===== src/rtl/dpram_access_scheduler.sv =====
// Two-channel request scheduler in front of a 2-port synchronous RAM; same-address read/write collisions are serialised.
// Latency: grant and RAM drive are combinational; read response is valid exactly 1 cycle after the read is granted.
// Backpressure: on a collision only the priority channel is ready; the other must hold its request until it is accepted.
//
// Ports:
//   clk, rst_n                     clock and asynchronous active-low reset
//   req_valid_i/req_ready_o/req_we_i, req_addr{0,1}_i, req_wdata{0,1}_i
//                                  per-channel request handshake, bit i = channel i
//   rsp_valid_o, rsp_rdata{0,1}_o  per-channel read response, data held while no response
//   mem_we_o, mem_addr{0,1}_o, mem_wdata{0,1}_o, mem_rdata{0,1}_i
//                                  RAM port drive and registered RAM read data
//   conflict_cnt_o                 saturating count of collision (stall) cycles
module dpram_access_scheduler #(
  parameter int ADDR_WIDTH = 3,
  parameter int DATA_WIDTH = 8,
  parameter int CNT_WIDTH  = 8
) (
  input  logic                  clk,
  input  logic                  rst_n,
  input  logic [1:0]            req_valid_i,
  output logic [1:0]            req_ready_o,
  input  logic [1:0]            req_we_i,
  input  logic [ADDR_WIDTH-1:0] req_addr0_i,
  input  logic [ADDR_WIDTH-1:0] req_addr1_i,
  input  logic [DATA_WIDTH-1:0] req_wdata0_i,
  input  logic [DATA_WIDTH-1:0] req_wdata1_i,
  output logic [1:0]            rsp_valid_o,
  output logic [DATA_WIDTH-1:0] rsp_rdata0_o,
  output logic [DATA_WIDTH-1:0] rsp_rdata1_o,
  output logic [1:0]            mem_we_o,
  output logic [ADDR_WIDTH-1:0] mem_addr0_o,
  output logic [ADDR_WIDTH-1:0] mem_addr1_o,
  output logic [DATA_WIDTH-1:0] mem_wdata0_o,
  output logic [DATA_WIDTH-1:0] mem_wdata1_o,
  input  logic [DATA_WIDTH-1:0] mem_rdata0_i,
  input  logic [DATA_WIDTH-1:0] mem_rdata1_i,
  output logic [CNT_WIDTH-1:0]  conflict_cnt_o
);

  logic                  conflict;
  logic [1:0]            ready;
  logic [1:0]            grant;

  // prio_q names the channel that wins the next collision
  logic                  prio_q, prio_d;
  logic [1:0]            rsp_valid_q, rsp_valid_d;
  logic [DATA_WIDTH-1:0] hold0_q, hold0_d;
  logic [DATA_WIDTH-1:0] hold1_q, hold1_d;
  logic [CNT_WIDTH-1:0]  cnt_q, cnt_d;

  // Two reads of one address are harmless; anything involving a write is a collision.
  always_comb begin
    conflict = (&req_valid_i) && (req_addr0_i == req_addr1_i) && (|req_we_i);
    ready[0] = ~conflict | ~prio_q;
    ready[1] = ~conflict |  prio_q;
    grant    = req_valid_i & ready;
  end

  assign req_ready_o  = ready;
  assign mem_addr0_o  = req_addr0_i;
  assign mem_addr1_o  = req_addr1_i;
  assign mem_wdata0_o = req_wdata0_i;
  assign mem_wdata1_o = req_wdata1_i;
  assign mem_we_o     = grant & req_we_i;

  always_comb begin
    prio_d      = prio_q ^ conflict;
    rsp_valid_d = grant & ~req_we_i;
    cnt_d       = cnt_q;
    if (conflict && (cnt_q != {CNT_WIDTH{1'b1}})) begin
      cnt_d = cnt_q + CNT_WIDTH'(1);
    end
    // The RAM's output register already provides the 1-cycle alignment, so its data is
    // forwarded directly while a response is valid and captured only to hold it afterwards.
    hold0_d = rsp_valid_q[0] ? mem_rdata0_i : hold0_q;
    hold1_d = rsp_valid_q[1] ? mem_rdata1_i : hold1_q;
  end

  always_ff @(posedge clk or negedge rst_n) begin
    if (!rst_n) begin
      prio_q      <= 1'b0;
      rsp_valid_q <= 2'b00;
      hold0_q     <= '0;
      hold1_q     <= '0;
      cnt_q       <= '0;
    end else begin
      prio_q      <= prio_d;
      rsp_valid_q <= rsp_valid_d;
      hold0_q     <= hold0_d;
      hold1_q     <= hold1_d;
      cnt_q       <= cnt_d;
    end
  end

  assign rsp_valid_o    = rsp_valid_q;
  assign rsp_rdata0_o   = rsp_valid_q[0] ? mem_rdata0_i : hold0_q;
  assign rsp_rdata1_o   = rsp_valid_q[1] ? mem_rdata1_i : hold1_q;
  assign conflict_cnt_o = cnt_q;

endmodule

===== config.mk =====
export PLATFORM = sky130hd
export DESIGN_NAME = dpram_access_scheduler
export DESIGN_NICKNAME = d
export VERILOG_FILES = /design/src/rtl/dpram_access_scheduler.sv
export SDC_FILE = /design/constraint.sdc
export NUM_CORES = 1
export LEC_CHECK = 0
export ABC_AREA = 0
export CAP_MARGIN = 20
export CORE_MARGIN = 1
export CORE_UTILIZATION = 34
export DETAILED_ROUTE_END_ITERATION = 12
export GPL_TIMING_DRIVEN = 0
export PLACE_DENSITY = 0.82
export SETUP_SLACK_MARGIN = 0.3
export SLEW_MARGIN = 20
export SYNTH_ARGS = -nofsm -noshare
export SYNTH_HDL_FRONTEND = slang
export SYNTH_SLANG_ARGS = --single-unit
export TNS_END_PERCENT = 10

===== constraint.sdc =====
create_clock -name clk -period 2.3 [get_ports clk]
set_input_delay 0.46 -clock clk [delete_from_list [all_inputs] [get_ports clk]]
set_output_delay 0.46 -clock clk [all_outputs]
set_load 0.01 [all_outputs]

==> insert_results.sql, run 1 <==
INSERT INTO impl_metrics (metric_group, metric, value, unit) VALUES
('run_status', 'status', 'complete, no violations', ''),
('grt', 'grt_pass1_wl', '4680', 'um'),
('worst_setup_path', 'critical_path.startpoint_type', 'primary input', ''),
('synth', 'synth_cell_type_count', '22', ''),
('final_layout', 'post_route_cells_drive_above_1_share', '39.1', '%'),
('grt', 'number_of_antenna_violations_at_the_first_check_in_global_routing', '0', ''),
('clock_network', 'cts_tree', 'yes', ''),
('synth', 'synthMuxAreaShare', '14.4', '%'),
('die', 'dieArea', '4180', 'sq um'),
('final_layout', 'final_util', '62.1', '%'),
('sta', 'slew-limit-headroom', '48.8', '%'),
('sta', 'slew_violations', '0', ''),
('clock_network', 'clk_pin_slew', '90', 'ps'),
('final_layout', 'areaGrowthSynthToFinish', '72.9', '%'),
('worst_setup_path', 'cp_slowest_cell', 'sky130_fd_sc_hd__or4_1', ''),
('sta', 'min_period', '2290', 'ps'),
('route', 'remaining_drc_errors', '0', ''),
('synth', 'synth_compound_gate_area_share', '1.31', '%'),
('final_layout', 'num-nets-final', '245', ''),
('min_path', 'hold_path.class', 'primary input to async pin', ''),
('synth', 'synth.ff_latch_count', '27', ''),
('route', 'vias_per_cell', '4.58', ''),
('worst_setup_path', 'worstSetupEndpointType', 'output port', ''),
('sta', 'hold_viol_final', '0', ''),
('route', 'avgRoutedWirePerCell', '12.5', 'um'),
('clock_network', 'cts_htree_levels', '1', ''),
('sta', 'final.setup.tns', '0', 'ps'),
('power', 'pwr-share-seq', '47.4', '%'),
('worst_setup_path', 'crit_path_max_incr_delay', '530', 'ps'),
('die', 'die_width', '64.6', 'um'),
('grt', 'globalRouteTotalUtil', '14.8', '%'),
('synth', 'ys_warn_count', '0', ''),
('die', 'floorplan.initialDensity', '35.9', '%'),
('sta', 'number_of_setup_violations_in_the_final_report', '0', ''),
('synth', 'syn-cell-area', '1330', 'sq um'),
('final_layout', 'insertedDiodeCount', '0', ''),
('sta', 'max_clock_freq', '0.437', 'GHz'),
('grt', 'globalRoute.totalOverflow', '0', ''),
('die', 'num_io_pins', '96', ''),
('grt', 'first_global_vias', '1134', ''),
('final_layout', 'layout_commonest_cell', 'sky130_fd_sc_hd__clkdlybuf4s50_1', ''),
('placed_design', 'dpl.hpwl', '2520', 'um'),
('synth', 'post_synth.cell_area_avg', '12.2', 'sq um'),
('power', 'power.density', '545', 'nW/um^2'),
('die', 'core_area', '3720', 'sq um'),
('route', 'routed_wl', '3070', 'um'),
('clock_network', 'cts_inserted_buffers', '3', ''),
('power', 'highest_ir_drop_seen_on_vdd', '0.000243', 'V'),
('clock_network', 'cts-root-to-sink-buffers', '2', ''),
('power', 'power.clock.fraction', '20.0', '%'),
('clock_network', 'clock_latency', '260', 'ps'),
('synth', 'synth_nets', '156', ''),
('synth', 'netlist_instances', '109', ''),
('sta', 'hold_ws', '182', 'ps'),
('clock_network', 'cts_sinks', '27', ''),
('flow_run', 'max_cap_violations', '0', ''),
('grt', 'grt_start_max_net_pins', '28', ''),
('worst_setup_path', 'crit_path_frequent_cell', 'sky130_fd_sc_hd__buf_6', ''),
('synth', 'post_synth_and_or_nand_nor_area_fraction', '10.0', '%'),
('clock_network', 'clk_tree_root_cell', 'sky130_fd_sc_hd__clkbuf_8', ''),
('worst_setup_path', 'worstPathRequired', '1840', 'ps'),
('worst_setup_path', 'worstPathMaxFanout', '3', ''),
('route', 'drt-pass1-iter-count', '3', ''),
('placed_design', 'numPortBuffers', '79', ''),
('power', 'p_switching', '338', 'uW'),
('worst_setup_path', 'path_cells', 'buf_6 > xor2_1 > or4_1 > buf_6 > inv_6 > ha_4 > inv_2 > and3_4 > buf_6', ''),
('sta', 'fin_worst_skew', '7.05', 'ps'),
('die', 'dieHeight', '64.6', 'um'),
('sta', 'share_of_the_cycle_needed_by_the_critical_path_after_routing', '99.6', '%'),
('route', 'dr_total_vias', '1123', ''),
('synth', 'synth_top_family_by_area', 'buffers and inverters', '');
per-layer routing:
layer | up-vias | wire, um | track usage, %
met1 | 519 | 1100 | 14.7
li1 | 517 | - | -
met2 | 83 | 1590 | 27.5
met4 | 0 | 29 | 6.11
met3 | 4 | 352 | 5.28
met5 | - | 0 | 0
path summary, 6_finish.rpt:
kind	cells after the start	slack [ps]	end	from
max	9	9	mem_we_o[0]	req_addr1_i[0]
min reg2reg	1	500	hold0_q[4]	hold0_q[4]
max in group asynchronous	1	1730	prio_q	rst_n
min in group clk	2	400	rsp_valid_o[1]	req_we_i[1]
max reg2reg	5	520	conflict_cnt_o[1]	conflict_cnt_o[0]
min	1	180	hold0_q[5]	rst_n
cell type report:
type                    count  area, sq um  area share (%)
clock inverters             1         5.00           0.217
plain buffers              25          204            8.84
inverters                   5         23.8            1.03
multi-input cells          52          526            22.8
well taps                  48         60.1            2.60
repair buffers             84          771            33.4
clock buffers               3         41.3            1.79
flip-flops and latches     27          676            29.3
worst max-delay path, delay by kind of cell:
kind,cells,cell delay [ps]
fa+ha+maj,1,120
simple gates,2,670
buf+inv,5,440
xor+xnor,1,140
Yosys cell counts:
master / n / area [sq um]
sky130_fd_sc_hd__dfrtp_1: 27 / 676
sky130_fd_sc_hd__nor2_1: 3 / 11.3
sky130_fd_sc_hd__mux2_2: 16 / 180
sky130_fd_sc_hd__nor3b_1: 3 / 22.5
sky130_fd_sc_hd__clkbuf_1: 2 / 7.51
sky130_fd_sc_hd__o211ai_1: 1 / 7.51
sky130_fd_sc_hd__nand4_1: 1 / 6.26
sky130_fd_sc_hd__and3_1: 2 / 12.5
sky130_fd_sc_hd__nor4_1: 1 / 6.26
sky130_fd_sc_hd__xor2_1: 9 / 78.8
sky130_fd_sc_hd__or4_1: 1 / 7.51
sky130_fd_sc_hd__ha_1: 3 / 37.5
sky130_fd_sc_hd__mux2_1: 1 / 11.3
sky130_fd_sc_hd__nand2_1: 2 / 7.51
sky130_fd_sc_hd__nor4_2: 2 / 25.0
sky130_fd_sc_hd__nor3_1: 1 / 5.00
sky130_fd_sc_hd__nand3_1: 3 / 15.0
sky130_fd_sc_hd__buf_4: 23 / 173
sky130_fd_sc_hd__nor4b_2: 1 / 15.0
sky130_fd_sc_hd__inv_2: 1 / 3.75
sky130_fd_sc_hd__a21oi_1: 2 / 10.0
sky130_fd_sc_hd__inv_1: 4 / 15.0
registers in the layout, summed over array words and instances, names as in the netlist:
signal / cells
conflict_cnt_o: 8
hold0_q: 8
hold1_q: 8
rsp_valid_o: 2
prio_q: 1
logic make-up (layout without fill, tap and decap cells):
| family | count (synthesis) | count (layout) |
|---|---|---|
| buf+inv | 30 | 118 |
| flops | 27 | 27 |
| simple gates | 20 | 20 |
| mux | 17 | 17 |
| xor+xnor | 9 | 9 |
| fa+ha+maj | 3 | 3 |
| compound gates | 3 | 3 |
power by group through the flow:
| stage | combinational, mW | clock (mW) | sequential (mW) |
|---|---|---|---|
| after global routing | 0.441 | 0.290 | 0.606 |
| after global placement | 0.433 | 0 | 0.597 |
| after CTS | 0.413 | 0.266 | 0.597 |
| after detailed placement | 0.443 | 0 | 0.606 |
| final | 0.409 | 0.252 | 0.595 |
| after floorplan | 0.180 | 0 | 0.605 |
timing repair:
item                       CTS  global route
hold buffers                 0             0
pin swaps                    4             5
gates resized for setup     75            11
setup buffers                4             1
setup endpoints to repair   31             4
per-stage QoR:
| step | worst slack [ps] | cells | total power [mW] | area (sq um) |
|---|---|---|---|---|
| after detailed placement | -804 | 236 | 1.05 | 2220 |
| final | 9.38 | 245 | 1.26 | 2310 |
| after CTS | -1.04 | 244 | 1.28 | 2290 |
| after global placement | -792 | 236 | 1.03 | 2230 |
| after global routing | -42.1 | 245 | 1.34 | 2310 |
| after floorplan | 200 | 109 | 0.786 | 1380 |
No activity file was read; power rests on OpenSTA's default activity.
==> run 2: changes to the inputs <==
CAP_MARGIN = default   (was 20)
==> results of run 2 <==
No change in the layout: final DEF, timing and power equal those of run 1.
